`src/rtl/jam_perm_sched_if.sv`:
```
// Scheduler-to-datapath bundle: run control in, cost ROM address and accumulator strobes out.
interface jam_perm_sched_if;
  logic        start;
  logic        stall;
  logic [2:0]  W;
  logic [2:0]  J;
  logic        acc_first;
  logic        acc_valid;
  logic        acc_last;
  logic [15:0] perm_cnt;
  logic        busy;
  logic        done;

  modport master (
    input  start, stall,
    output W, J, acc_first, acc_valid, acc_last, perm_cnt, busy, done
  );

  modport slave (
    output start, stall,
    input  W, J, acc_first, acc_valid, acc_last, perm_cnt, busy, done
  );
endinterface

```
`src/rtl/jam_perm_sched.sv`:
```
// Walks all N! worker->job permutations in lexicographic order, N FETCH cycles each plus 3 update cycles.
// stall freezes FETCH only (strobes drop the same cycle, W/J hold); start is taken only in IDLE.
module jam_perm_sched #(
  parameter int N = 8
) (
  input logic CLK,
  input logic RST,
  jam_perm_sched_if.master bus
);
  typedef enum logic [2:0] {
    S_IDLE, S_INIT, S_FETCH, S_PIVOT, S_SWAP, S_REVERSE, S_DONE
  } state_t;

  localparam logic [2:0] W_LAST = 3'(N - 1);

  state_t      state;
  logic [2:0]  perm [8];
  logic [2:0]  w;
  logic [2:0]  i;
  logic [15:0] perm_cnt;

  logic        piv_found;
  logic [2:0]  piv_idx;
  logic [2:0]  j;
  logic [2:0]  rev [8];
  logic        fetch_go;

  // Rightmost ascent; none found means perm is already descending.
  always_comb begin
    piv_found = 1'b0;
    piv_idx   = '0;
    for (int k = 0; k < N - 1; k++) begin
      if (perm[k] < perm[k+1]) begin
        piv_found = 1'b1;
        piv_idx   = 3'(k);
      end
    end
  end

  // Rightmost entry above the pivot that exceeds perm[i]; the suffix is descending so it always exists.
  always_comb begin
    j = '0;
    for (int k = 0; k < N; k++) begin
      if (3'(k) > i && perm[k] > perm[i])
        j = 3'(k);
    end
  end

  always_comb begin
    int src;
    src = 0;
    for (int k = 0; k < 8; k++) begin
      rev[k] = perm[k];
      src    = N + int'(i) - k;
      if (k > int'(i) && k < N)
        rev[k] = perm[src[2:0]];
    end
  end

  assign fetch_go = (state == S_FETCH) && !bus.stall;

  always_ff @(posedge CLK or posedge RST) begin
    if (RST) begin
      state    <= S_IDLE;
      w        <= '0;
      i        <= '0;
      perm_cnt <= '0;
      for (int k = 0; k < 8; k++)
        perm[k] <= 3'(k);
    end else begin
      case (state)
        S_IDLE: begin
          if (bus.start) begin
            state    <= S_INIT;
            w        <= '0;
            perm_cnt <= '0;
            for (int k = 0; k < 8; k++)
              perm[k] <= 3'(k);
          end
        end
        S_INIT: state <= S_FETCH;
        S_FETCH: begin
          if (fetch_go) begin
            if (w == W_LAST) begin
              w        <= '0;
              perm_cnt <= perm_cnt + 16'd1;
              state    <= S_PIVOT;
            end else begin
              w <= w + 3'd1;
            end
          end
        end
        S_PIVOT: begin
          i     <= piv_idx;
          state <= piv_found ? S_SWAP : S_DONE;
        end
        S_SWAP: begin
          perm[i] <= perm[j];
          perm[j] <= perm[i];
          state   <= S_REVERSE;
        end
        S_REVERSE: begin
          for (int k = 0; k < 8; k++)
            perm[k] <= rev[k];
          state <= S_FETCH;
        end
        S_DONE:  state <= S_IDLE;
        default: state <= S_IDLE;
      endcase
    end
  end

  assign bus.W         = w;
  assign bus.J         = perm[w];
  assign bus.acc_valid = fetch_go;
  assign bus.acc_first = fetch_go && (w == 3'd0);
  assign bus.acc_last  = fetch_go && (w == W_LAST);
  assign bus.perm_cnt  = perm_cnt;
  assign bus.busy      = (state != S_IDLE);
  assign bus.done      = (state == S_DONE);
endmodule

```
`src/flat_wrapper.sv`:
```
// flat-port wrapper written by rule: the top's interface ports become plain ports
module jam_perm_sched_flat 
#(
  parameter int N = 8
)
  (CLK, RST, bus_start, bus_stall, bus_W, bus_J, bus_acc_first, bus_acc_valid, bus_acc_last, bus_perm_cnt, bus_busy, bus_done);
  jam_perm_sched_if bus_i ();
  input logic CLK;
  input logic RST;
  input wire logic [$bits(bus_i.start)-1:0] bus_start;
  input wire logic [$bits(bus_i.stall)-1:0] bus_stall;
  output wire logic [$bits(bus_i.W)-1:0] bus_W;
  output wire logic [$bits(bus_i.J)-1:0] bus_J;
  output wire logic [$bits(bus_i.acc_first)-1:0] bus_acc_first;
  output wire logic [$bits(bus_i.acc_valid)-1:0] bus_acc_valid;
  output wire logic [$bits(bus_i.acc_last)-1:0] bus_acc_last;
  output wire logic [$bits(bus_i.perm_cnt)-1:0] bus_perm_cnt;
  output wire logic [$bits(bus_i.busy)-1:0] bus_busy;
  output wire logic [$bits(bus_i.done)-1:0] bus_done;
  assign bus_i.start = bus_start;
  assign bus_i.stall = bus_stall;
  assign bus_W = bus_i.W;
  assign bus_J = bus_i.J;
  assign bus_acc_first = bus_i.acc_first;
  assign bus_acc_valid = bus_i.acc_valid;
  assign bus_acc_last = bus_i.acc_last;
  assign bus_perm_cnt = bus_i.perm_cnt;
  assign bus_busy = bus_i.busy;
  assign bus_done = bus_i.done;
  jam_perm_sched #(.N(N)) u_core (.CLK(CLK), .RST(RST), .bus(bus_i));
endmodule
```
`config.mk`:
```
export PLATFORM = sky130hd
export DESIGN_NAME = jam_perm_sched_flat
export DESIGN_NICKNAME = d
export VERILOG_FILES = /design/src/rtl/jam_perm_sched_if.sv /design/src/rtl/jam_perm_sched.sv /design/src/flat_wrapper.sv
export SDC_FILE = /design/constraint.sdc
export NUM_CORES = 1
export LEC_CHECK = 0
export CORE_ASPECT_RATIO = 0.5
export CORE_UTILIZATION = 60
export DETAILED_ROUTE_END_ITERATION = 10
export GPL_ROUTABILITY_DRIVEN = 0
export PLACE_DENSITY = 0.8
export SYNTH_ARGS = -nofsm -noshare
export SYNTH_HDL_FRONTEND = slang
export SYNTH_SLANG_ARGS = --single-unit
```
`constraint.sdc`:
```
create_clock -name CLK -period 5.73 [get_ports CLK]
set_input_delay 1.4325 -clock CLK [delete_from_list [all_inputs] [get_ports CLK]]
set_output_delay 1.4325 -clock CLK [all_outputs]
set_load 0.02 [all_outputs]
```
==> results.md <==
* Status: complete, no violations
* CP Data Arrival Time at 3.22 ns
* GRT Resource Usage Total at 38.3%
* Ys async rst share at 100%
* # fillers at 679
* Vias per inst at 7.22
* CP max stage delay at 0.61 ns
* Max_slew headroom at 29.0%
* CTS Hold Buffers Added at 0
* Die Width at 136 µm
* Worst Skew at 0.0104 ns
* # Post-CTS Setup Buffers at 0
* DRC viols at 0
* Area Growth Syn to Fin at 9.97%
* Post-synth top flop: dfrtp_1
* Crit Path Max Fanout at 9
* Initial core utilization at 61.9%
* DR iter-0 viols at 762
* Initial antenna violation count at 0
* Final Cycle Share at 81.3%
* Yosys warnings at 0
* Worst Path Buf+Inv at 3
* Global route total overflow at 0
* Clock Sinks at 49
* Setup crit start kind: primary input
* CTS max path bufs at 2
* Final Setup Violations at 0
* Yosys reg bits at 49
* Fraction of layout cells with a size suffix above 1 at 13.6%
* Die area at 9420 µm²
* Antenna Nets Post-Route at 0
* Setup Crit Path Kind: in2out
* Number of synthesized flops with an enable pin at 0
* Clock transition at the registers of the reported paths at 0.07 ns
* Max-slew violations at 0
* CP delay by family, top: buffers and inverters
* Chip Height at 69.1 µm
* Worst-Margin Slew at 1.06 ns
* Dpl hpwl at 12,400 µm
* Fin nets at 685
* Gate Count Post-Synth at 613
* Routed length per placed instance at 23.1 µm
* Routed vias at 5,414
* Final worst path period need at 4.66 ns
* First-pass GRT wire length at 27,200 µm
* Sequential share of the synthesized area at 22.9%
* Syn_nets at 666
* Worst path slowest cell: clkdlybuf4s50_1
* CTS buffer count at 5
* Cell mode on critical path: clkdlybuf4s50_1
* Final hold vios at 0
* Clk_lat worst skew at 0.30 ns
* Tightest Hold Check Type: reg2reg
* Root Driver: clkbuf_16
* CTS tree: yes
* H-tree depth at 2
* DR pass1 iterations at 6
* Critical Path RT at 4.30 ns
* Max Clock Freq at 215 MHz
* Unrepaired setup endpoints after global routing: no
* Core box area at 8740 µm²
* PortBufs at 30
* Antenna Diode Count at 0
* CP cell instances: clkdlybuf4s50_1, nor3_2, nand2_1, inv_1, clkdlybuf4s50_1
* Top-Level Pins at 31
* Fin Setup TNS at 0 ns
* Drt total wl at 17,300 µm
* Rows at 24
* Synthesized area at 5410 µm²
* Netlist cell types at 70
* Vias in the first global route at 5,015
* CP Capture Type: primary output
* Largest net degree at the start of global routing at 50
* Post-CTS sizing at 0
* Mean Syn Cell Area at 8.83 µm²
* Maxcap violations at 0
worst register-to-register path, stage by stage, from the launching register on:
cell	delay [ns]
dfrtp_1	0.89
mux4_2	0.45
mux2i_1	0.27
buf_4	0.28
ha_1	0.29
inv_1	0.06
o21ai_0	0.19
and2_1	0.34
or4_4	0.66
a22o_1	0.24
a221oi_4	0.34
o21ai_2	0.23
o221ai_2	0.22
synth_stat cells (12+ instances only):
cell       n  area, µm²
inv_1     37        139
o21ai_0   38        190
mux4_2    30        676
a21oi_1   45        225
nand3_1   21        105
clkbuf_1  17       63.8
nand2_1   72        270
ha_1      49        613
mux2i_1   24        240
nor2_1    47        176
nand2b_1  14       87.6
dfstp_2   12        315
dfrtp_1   37        926
xor2_1    13        114
sequential cells by signal, indices dropped and copies added (netlist names):
name                 flops
u_core.state             3
u_core.i                 3
u_core.bus.perm_cnt     16
u_core.bus.W             3
u_core.perm             24
through the flow:
step	hold slack, ns	instance area, µm²	setup slack [ns]	utilization, %	std cells
6_report	0.556	5950	1.07	68.1	750
5_1_grt	0.584	5950	0.890	68.1	750
3_5_place_dp	0.546	5800	1.07	66.4	742
3_3_place_gp	0.524	5800	1.10	66.4	742
2_1_floorplan	0.548	5410	1.48	-	613
4_1_cts	0.563	5950	1.06	68.1	750
layer usage:
layer | routed length (µm) | GRT usage [%] | up-vias | part of all wire (%)
met5 | 0 | 0 | - | 0
met4 | 763 | 16.5 | 0 | 4.4
met3 | 2720 | 11.2 | 95 | 16
met2 | 7090 | 54.5 | 432 | 41
met1 | 6770 | 53.7 | 2552 | 39
li1 | - | - | 2335 | -
layout by cell type, fill, tap and decap left out, types with 4 or more instances in the layout:
cell type and n:
a21oi_1 45, a221oi_1 5, a22oi_1 6, a31oi_1 11, and2_1 9, and3_1 8, buf_4 7, clkbuf_16 5
clkdlybuf4s50_1 30, dfrtp_1 36, dfstp_2 12, ha_1 49, inv_1 36, mux2_2 9, mux2i_1 24, mux4_2 30
nand2_1 72, nand2b_1 14, nand3_1 21, nand4_1 5, nor2_1 47, nor2b_1 8, nor3_1 6, o211ai_1 4
o21ai_0 38, o221ai_1 5, o31ai_1 6, xor2_1 13
final timing paths:
kind / from / slack [ns] / end / cells past startpoint
setup / recovery: bus_stall / 1.07 / bus_acc_last / 5
hold / removal: u_core.bus.perm_cnt[15]$_DFFE_PP0P_ / 0.56 / u_core.bus.perm_cnt[15]$_DFFE_PP0P_ / 2
setup reg to reg: u_core.i[1]$_DFFE_PP0P_ / 1.20 / u_core.perm[21]$_DFFE_PP0P_ / 12
hold reg to reg: u_core.bus.perm_cnt[15]$_DFFE_PP0P_ / 0.56 / u_core.bus.perm_cnt[15]$_DFFE_PP0P_ / 2
max in group asynchronous: RST / 3.33 / u_core.i[0]$_DFFE_PP0P_ / 2
min in group asynchronous: RST / 1.71 / u_core.bus.perm_cnt[2]$_DFFE_PP0P_ / 2
kinds of logic (layout without fill, tap and decap cells):
kind of cell	Yosys count	in the layout	synth area share, %
AND/OR/NAND/NOR	207	207	18.5
AO/OA/AOI/OAI	168	168	21.4
multiplexers	63	63	18.8
buffers and inverters	62	82	4.65
adder cells (fa/ha/maj)	49	49	11.3
flip-flops	49	49	22.9
XOR/XNOR	15	15	2.43
area by class of cell:
cell class,count,area (µm²),share of cell area (%)
repair buffers,37,353,5.93
inverters,37,139,2.33
flip-flops and latches,49,1240,20.9
clock buffers,5,125,2.10
well taps,117,146,2.46
multi-input cells,502,3920,65.8
clock inverters,3,26.3,0.442
Power is not shown: default switching activity piles up to over one toggle a cycle in this logic, so the estimate is an artifact.
